**config.mk**
```make
export PLATFORM = sky130hd
export DESIGN_NAME = uart_tx_port
export DESIGN_NICKNAME = d
export VERILOG_FILES = /design/src/rtl/uart_tx_port_pkg.sv /design/src/rtl/uart_fifo.sv /design/src/rtl/uart_tx_port.sv
export SDC_FILE = /design/constraint.sdc
export NUM_CORES = 1
export LEC_CHECK = 0
export BUFFER_PORTS_ARGS = -buffer_cell sky130_fd_sc_hd__buf_2
export CORE_MARGIN = 10
export CORE_UTILIZATION = 40
export CTS_BUF_LIST = sky130_fd_sc_hd__clkbuf_2 sky130_fd_sc_hd__clkbuf_4 sky130_fd_sc_hd__clkbuf_8
export CTS_CLUSTER_SIZE = 24
export DETAILED_ROUTE_END_ITERATION = 10
export PLACE_DENSITY = 0.58
export SYNTH_ARGS = -nofsm -noshare
export SYNTH_HDL_FRONTEND = slang
export SYNTH_SLANG_ARGS = --single-unit
```
**constraint.sdc**
```tcl
create_clock -name clock -period 6.45 [get_ports clock]
set_clock_uncertainty 0.1 [all_clocks]
set_input_delay 1.29 -clock clock [delete_from_list [all_inputs] [get_ports clock]]
set_output_delay 1.29 -clock clock [all_outputs]
set_load 0.05 [all_outputs]
```
**src/rtl/uart_tx_port_pkg.sv**
```systemverilog
// uart_tx_port_pkg: address window, register offsets and serializer states for the UART transmitter
package uart_tx_port_pkg;
  localparam logic [31:0] uart_base_addr = 32'h1000_0000;
  localparam logic [31:0] uart_top_addr = 32'h1000_000f;
  localparam logic [1:0] REG_TXDATA = 2'd0;
  localparam logic [1:0] REG_STATUS = 2'd1;
  localparam logic [1:0] REG_BAUD = 2'd2;
  typedef enum logic [1:0] {IDLE, START, DATA, STOP} ser_state_t;
endpackage

```
**src/rtl/uart_fifo.sv**
```systemverilog
// uart_fifo: synchronous FIFO with combinational head read
//   push/wdata enqueue, pop dequeues; rdata shows the head entry
//   full/empty/count report occupancy; contents discarded on reset
module uart_fifo #(
  parameter int FIFO_DEPTH = 16,
  parameter int WIDTH = 8,
  localparam int AW = $clog2(FIFO_DEPTH),
  localparam int CW = AW + 1
) (
  input  logic             clock,
  input  logic             reset,
  input  logic             push,
  input  logic             pop,
  input  logic [WIDTH-1:0] wdata,
  output logic [WIDTH-1:0] rdata,
  output logic             full,
  output logic             empty,
  output logic [CW-1:0]    count
);
  logic [WIDTH-1:0] mem [FIFO_DEPTH];
  logic [AW-1:0] wr_ptr, rd_ptr;
  logic do_push, do_pop;
  always_comb begin
    full = count == CW'(FIFO_DEPTH);
    empty = count == '0;
    do_pop = pop && !empty;
    do_push = push && (!full || do_pop);
    rdata = mem[rd_ptr];
  end
  always_ff @(posedge clock or posedge reset)
    if (reset) begin
      wr_ptr <= '0;
      rd_ptr <= '0;
      count <= '0;
    end else begin
      wr_ptr <= wr_ptr + AW'(do_push);
      rd_ptr <= rd_ptr + AW'(do_pop);
      count <= count + CW'(do_push) - CW'(do_pop);
    end
  always_ff @(posedge clock)
    if (do_push) mem[wr_ptr] <= wdata;
endmodule

```
**src/rtl/uart_tx_port.sv**
```systemverilog
// uart_tx_port: memory-mapped 8N1 UART transmitter with TX FIFO
//   clock/reset            system clock, async active-high reset
//   uart_valid..uart_wstrb request from the SoC bus (wstrb==0 means read)
//   uart_rdata/uart_ready  one-cycle response, rdata zero outside ready
//   uart_tx                serial line, idle high
module uart_tx_port
  import uart_tx_port_pkg::*;
#(
  parameter int FIFO_DEPTH = 16,
  parameter int CLKS_PER_BIT = 868
) (
  input  logic        clock,
  input  logic        reset,
  input  logic        uart_valid,
  input  logic        uart_instr,
  input  logic [31:0] uart_addr,
  input  logic [31:0] uart_wdata,
  input  logic [3:0]  uart_wstrb,
  output logic [31:0] uart_rdata,
  output logic        uart_ready,
  output logic        uart_tx
);
  localparam int CW = $clog2(FIFO_DEPTH) + 1;
  ser_state_t state;
  logic [CW-1:0] count;
  logic [1:0] reg_sel;
  logic [7:0] fifo_rdata, held, push_data, shreg;
  logic [15:0] baud, baud_new, cur_baud, baud_cnt;
  logic [31:0] rd_val;
  logic [2:0] bit_cnt;
  logic is_write, tx_write, hold, push, pop, full, empty, busy, waiting;
  logic unused;
  assign unused = ^{uart_instr, uart_addr[31:4], uart_addr[1:0], uart_wdata[31:16]};
  always_comb begin
    reg_sel = uart_addr[3:2];
    is_write = |uart_wstrb;
    busy = state != IDLE;
    pop = state == IDLE && !empty;
    tx_write = uart_valid && reg_sel == REG_TXDATA && uart_wstrb[0];
    // a byte for a full FIFO is parked until the serializer frees a slot
    hold = tx_write && full && !pop;
    push = (tx_write && !hold) || (waiting && pop);
    push_data = waiting ? held : uart_wdata[7:0];
    baud_new = {uart_wstrb[1] ? uart_wdata[15:8] : baud[15:8], uart_wstrb[0] ? uart_wdata[7:0] : baud[7:0]};
    rd_val = is_write ? '0 :
             reg_sel == REG_STATUS ? {16'd0, 8'(count), 5'd0, busy, empty, full} :
             reg_sel == REG_BAUD ? {16'd0, baud} : '0;
  end
  uart_fifo #(.FIFO_DEPTH(FIFO_DEPTH), .WIDTH(8)) u_fifo (
    .clock(clock),
    .reset(reset),
    .push(push),
    .pop(pop),
    .wdata(push_data),
    .rdata(fifo_rdata),
    .full(full),
    .empty(empty),
    .count(count)
  );
  always_ff @(posedge clock or posedge reset)
    if (reset) begin
      uart_ready <= 1'b0;
      uart_rdata <= '0;
      waiting <= 1'b0;
      held <= '0;
      baud <= 16'(CLKS_PER_BIT);
    end else begin
      uart_ready <= (uart_valid && !hold) || (waiting && pop);
      uart_rdata <= uart_valid ? rd_val : '0;
      if (hold) begin
        waiting <= 1'b1;
        held <= uart_wdata[7:0];
      end else if (waiting && pop) waiting <= 1'b0;
      if (uart_valid && reg_sel == REG_BAUD && is_write) baud <= baud_new < 16'd4 ? 16'd4 : baud_new;
    end
  // cur_baud is captured at the pop so a BAUD write never disturbs the frame in flight
  always_ff @(posedge clock or posedge reset)
    if (reset) begin
      state <= IDLE;
      bit_cnt <= '0;
      baud_cnt <= '0;
      cur_baud <= '0;
      shreg <= '0;
      uart_tx <= 1'b1;
    end else begin
      baud_cnt <= state == IDLE ? baud - 16'd1 : baud_cnt == '0 ? cur_baud - 16'd1 : baud_cnt - 16'd1;
      unique case (state)
        IDLE: if (!empty) begin
          state <= START;
          shreg <= fifo_rdata;
          cur_baud <= baud;
          uart_tx <= 1'b0;
        end
        START: if (baud_cnt == '0) begin
          state <= DATA;
          bit_cnt <= '0;
          {shreg, uart_tx} <= {1'b0, shreg};
        end
        DATA: if (baud_cnt == '0) begin
          bit_cnt <= bit_cnt + 3'd1;
          if (bit_cnt == 3'd7) begin
            state <= STOP;
            uart_tx <= 1'b1;
          end else {shreg, uart_tx} <= {1'b0, shreg};
        end
        STOP: if (baud_cnt == '0) state <= IDLE;
        default: state <= IDLE;
      endcase
    end
endmodule

```
Word-level counts from Yosys, hierarchy flattened:

Memory sizes are Yosys's and may differ from the RTL's.
Index checks and enable logic that the tools add are counted.

* shift operators: 0
* mux-type cells: 33
* div/mod/pow operators: 0
* bitwise gates (word level): 1
* equal/unequal tests: 13
* add/subtract/negate cells: 8
* multiply operators: 0
* reduce and logical (&&, ||, !) cells: 33
* order comparisons: 1

Operators with widths (number)
* $mux 16: 7
* $mux 8: 7
* $sub 16x1->16 const B: 3
* $pmux 8 s3: 1
* $logic_not 16->1: 1
* $lt 16x3->1 const B: 1
* $logic_and 1x1->1: 12
* $ne 2x2->1 const B: 6
* $mux 2: 5
* $reduce_and 5->1: 2
* $add 4x1->4: 2
* $mux 1: 8
* $pmux 2 s4: 1
* $eq 2x2->1 const B: 3
* $mux 3: 2
* $pmux 3 s2: 1
* $reduce_bool 2->1: 3
* $add 5x1->5: 1
* $eq 5x5->1 const B: 1
* $logic_not 5->1: 1
* $sub 5x1->5: 1
* $eq 2x1->1 const B: 2
* $logic_not 1->1: 4
* $logic_not 2->1: 2
* other kinds (10): 12

* memories kept: 1
* bits in latches: 0
* memory bits (writable): 128
* flip-flop bits (word level): 101
* output and inout bits: 34
* bits in read-only memories: 0
* word-level logic and storage cells: 104

Memory list
* u_fifo.mem: words 16, width 8, rd ports 1, clocked after memory_dff 0, wr ports 1, RTL line uart_fifo.sv:20 `logic [WIDTH-1:0] mem [FIFO_DEPTH];`

Depth between registers and ports, before layout:

* depth in word-level cells: 11
* gate-level depth with buffers: 18
* gate-level depth less buffers: 15

Modules after synthesis:

From an unflattened synthesis, not the netlist that was laid out.

* cell total of the unflattened synthesis: 711
* area, all modules: 10244.8 µm²

By module, submodules not included
* uart_fifo: cells each 281, seq. area each 4169.0 µm², area each 5691.7 µm², times used 1
* uart_tx_port: cells each 430, seq. area each 2209.6 µm², area each 4553.1 µm², times used 1

Worst setup path before layout:

OpenSTA, ideal clock, no wires.

* path kind: input-to-reg
* from: input uart_valid
* to: memory u_fifo.mem[0][0] (enable)
* stages: 5
* slack: 3.119 ns
* arrival: 2.847 ns
* path buffers: 0
* cell sequence: nor2b_1 -> and3b_1 -> nor2_1 -> or4_1 -> nor3_1

* word-level cells in the longest chain between the ends: 10

Ends and longest elaborated chain
* start, declared: RTL line uart_tx_port.sv:14 `input logic uart_valid,`
* $logic_and 1x1->1 (*) (2 in series): RTL line uart_tx_port.sv:39 `tx_write = uart_valid && reg_sel == REG_TXDATA && uart_wstrb[0];`
* $logic_and 1x1->1 (2 in series): RTL line uart_tx_port.sv:41 `hold = tx_write && full && !pop;`
* $logic_not 1->1: RTL line uart_tx_port.sv:42 `push = (tx_write && !hold) || (waiting && pop);`
* $logic_and 1x1->1 (*): RTL line uart_tx_port.sv:42
* $logic_or 1x1->1 (*): RTL line uart_tx_port.sv:42
* $logic_and 1x1->1 (*): RTL line uart_fifo.sv:27 `do_push = push && (!full || do_pop);`
* $mux 1 (*): RTL line uart_fifo.sv:41 `if (do_push) mem[wr_ptr] <= wdata;`
* $mux 1 (implied by the code) (*): RTL line uart_fifo.sv:41
* end, declared: RTL line uart_fifo.sv:20

Every way passes the cells marked *; elsewhere a longest branch is shown, timed or not.

Final worst setup path:

* from: register u_fifo.count[2]
* to: register u_fifo.count[4]

* word-level cells in the longest chain between the ends: 11
* elaborated cells between the ends (all ways): 17
* classes of those cells: add/sub (2); eq/ne (1); reduce/logical (14)

Ends and longest elaborated chain
* start, declared: RTL line uart_fifo.sv:18 `output logic [CW-1:0] count`
* start signal, assigned: RTL line uart_fifo.sv:38 `count <= count + CW'(do_push) - CW'(do_pop);`
* $logic_not 5->1: RTL line uart_fifo.sv:25 `empty = count == '0;`
* $logic_not 1->1: RTL line uart_fifo.sv:26, uart_tx_port.sv:38
* $logic_and 1x1->1: RTL line uart_tx_port.sv:38 `pop = state == IDLE && !empty;`
* $logic_not 1->1: RTL line uart_tx_port.sv:41
* $logic_and 1x1->1: RTL line uart_tx_port.sv:41
* $logic_not 1->1: RTL line uart_tx_port.sv:42
* $logic_and 1x1->1: RTL line uart_tx_port.sv:42
* $logic_or 1x1->1: RTL line uart_tx_port.sv:42
* $logic_and 1x1->1: RTL line uart_fifo.sv:27
* $add 5x1->5: RTL line uart_fifo.sv:38
* $sub 5x1->5 (*): RTL line uart_fifo.sv:38

Marks and branches as above.
A chain may end at the register's enable or synchronous reset.

==> summary.md <==
| Metric | Value |
|---|---|
| Post-CTS Setup Repair Bufs | 0 |
| Layout Area Growth over Synthesis | 12.7% |
| Hold crit path type | reg2reg |
| Core box area | roughly 25000 sq um |
| Fin. Hold Viols | 0 |
| Number of synthesized flops with an enable pin | between 100 and 150 |
| Final instance area | 11400 sq um |
| Primary FF master, synth | edfxtp_1 |
| Worst slack, placed | around 2400 ps |
| H-tree depth | 2 |
| Vias in the first global route | around 6500 |
| Fin cells | 1149 |
| WP data arrival | 4120 ps |
| Die X | 179 microns |
| IO buf count | between 40 and 50 |
| Flops & latches, synth | 229 |
| CTS tree | done |
| Power per Cell Area | roughly 430 nW/um^2 |
| Die outline height | 179 microns |
| Critical path's slowest cell | nand2b_1 |
| Max-cap violations | 0 |
| First-pass GRT wire length | ~36000 microns |
| Max-Slew Margin vs Limit | between 8 and 9% |
| Clock Sinks | roughly 230 |
| Cts hold-fix bufs | 0 |
| Worst skew pair latency | between 500 and 600 ps |
| Initial antenna violation count | 0 |
| # DRC | 0 |
| DP HPWL | 15700 microns |
| I/O Pins | about 110 |
| TritonRoute pass-1 iters | 5 |
| Cells after Synth | between 700 and 800 |
| Post-cts resize count | 0 |
| Status | finished clean |
| CTS Buf Count | 40 |
| Final period utilization | around three fifths |
| Top cell type's share of synthesized area | a little under two fifths |
| Clock Path Buffers | 3 |
| Setup violators final | 0 |
| Max IR drop VDD | 0.202 mV |
| Drt wl/cell | 20.2 microns |
| Total gr overflow | 0 |
| CP cell instances | inv_1 > ha_1 > nor4b_1 > buf_4 > nand2b_1 > inv_1 > ha_1 > inv_1 > ha_1 > inv_1 > fa_1 > inv_1 > a21oi_1 > nor2_1 > nor2_1 > xnor2_1 |
| DP Area | ~11000 sq um |
| Mapped Area | ~10000 sq um |
| Ys Warns | 0 |
| Leak Pwr | approximately 0.0045 uW |
| Minimum clock period after layout | ~3800 ps |
| NumNets Final | 878 |
| CTS root buffer | clkbuf_8 |
| Cell accounting for the most synthesized area | edfxtp_1 |
| Detailed Route Iter0 Violations | roughly 470 |
| Antenna cells | 0 |
| Post-Syn Area per Cell | between 10 and 15 sq um |
| Post-synth ARST share | 44.1% |
| Total routed wirelength | ~23000 microns |
| Critical Path RT | slightly below 7000 ps |
| WS Path Type | reg2reg |
| All-Layer GR Usage | ~15% |
| Critical path's largest stage delay | ~750 ps |
| Synth unique cells | 63 |
| Max Transition Viols Final | 0 |
| Die ar. | between 30000 and 40000 sq um |
| Fin util | about 46% |
| RSZ-0062 raised after global routing | no |
| Fmax | ~260 MHz |
| Routed vias/inst | 5.41 |
| Final Wtd Congestion | 0.860 |
| Setup tns final | 0 ps |
| Cell Rows | 58 |
| CTS clk-pin slew, worst paths | ~50 ps |
| Initial Utilization | about two fifths |
| Post-synthesis sequential area ratio | between 60% and 70% |
| Worst path most repeated cell | inv_1 |
| # placed instances | ~1100 |
| Synth area leaders | edfxtp_1 (38%), dfrtp_1 (23%), mux2_2 (7.2%) |
| Post-DRT Antenna Nets | 0 |
| Layout cells sized above 1 | between 20% and 30% |
| Via count | about 6200 |
| Setup ws final | between 2000 and 3000 ps |
| Largest net degree at the start of global routing | 73 |
| Crit path launch type | flop |
| Least-Margin Pin Slew | between 1000 and 1500 ps |
| CP Capture Type | flop |
| CP max FO | 19 |
==> power by group <==
part / switching [uW] / internal (uW) / leakage (uW)
clock: 589 / 753 / 0.000438
sequential: 245 / 1770 / 0.00240
combinational: 863 / 677 / 0.00168
total: 1700 / 3200 / 0.00451
==> cell type report <==
class	count	area, sq um
fillers	2287	13700
flip-flops and latches	229	6380
multi-input cells	449	3510
clock buffers	58	704
well taps	330	413
repair buffers	46	240
clock inverters	16	123
inverters	21	81.3
==> stage by stage <==
step / hold slack (ps) / power, uW
floorplan: 373 / 3180
global placement: 384 / 3520
detailed placement: 391 / 3580
CTS: 406 / 4940
global route: 421 / 5220
finish: 405 / 4900
==> synthesized netlist by cell type (all sizes together) (3+ instances only) <==
cell,count
nand3,3
buf,29
and3,7
xnor2,9
nor2b,6
dfrtp,95
edfxtp,128
nor3,17
mux2i,34
nor4,9
or4,3
or3,3
a221oi,8
ha,18
nand3b,3
dfstp,6
o21ai,35
nand2b,8
a22oi,9
a31oi,14
a21oi,28
mux4,16
and2,3
nor2,46
xor2,10
a22o,13
mux2,65
clkbuf,17
inv,21
nand2,32
==> cells by family after synthesis <==
kind of cell	after synthesis	share of synthesized area (%)
adder cells (fa/ha/maj)	19	2.41
multiplexers	115	14.1
XOR/XNOR	19	1.64
AND/OR/NAND/NOR	149	7.33
AO/OA/AOI/OAI	131	8.46
flip-flops	229	62.8
buffers and inverters	67	3.23
other	1	0.0369
==> worst paths after layout <==
path	end	slack, ps	cells past startpoint	from
setup / recovery	u_fifo.count[4]	2640	16	u_fifo.count[2]
hold / removal	held[0]	410	1	held[0]
setup reg to reg	u_fifo.count[4]	2640	16	u_fifo.count[2]
hold reg to reg	held[0]	410	1	held[0]
max in group asynchronous	u_fifo.rd_ptr[0]	4270	3	reset
min in group asynchronous	shreg[4]	660	2	reset
==> critical path: cells and delay by family (launching register included) <==
kind            cells  cell delay (ps)
buf+inv             6              790
fa+ha+maj           4             1080
flops               1              400
simple gates        4             1150
xor+xnor            1              110
compound gates      1               60
==> registers in the layout, indices dropped and copies added (netlist names) <==
register,flops
baud_cnt,16
held,8
baud,16
waiting,1
u_fifo.count,5
u_fifo.rd_ptr,4
bit_cnt,3
shreg,8
uart_rdata,16
cur_baud,16
u_fifo.mem,128
uart_ready,1
state,2
uart_tx,1
u_fifo.wr_ptr,4
==> layer usage <==
metal / GRT usage [%] / share of wire (%)
met1: 18.7 / 43
met2: 24.7 / 50
met3: 2.95 / 5.3
met4: 3.76 / 1.4
met5: 0 / 0
==> cells in the final DEF, fill, tap and decap left out, drive strengths merged, types with 9 or more instances in the layout <==
cell / netlist / layout
mux2i: 34 / 34
inv: 21 / 23
a22o: 13 / 13
xor2: 10 / 10
nand2: 32 / 32
clkbuf: 17 / 58
a22oi: 9 / 9
mux2: 65 / 65
mux4: 16 / 16
ha: 18 / 18
clkinv: 0 / 12
xnor2: 9 / 9
edfxtp: 128 / 128
a21oi: 28 / 28
o21ai: 35 / 35
a31oi: 14 / 14
dfrtp: 95 / 95
nor3: 17 / 17
nor2: 46 / 46
nor4: 9 / 9
buf: 29 / 46
conb: 1 / 16
No activity file was read; power rests on OpenSTA's default activity.
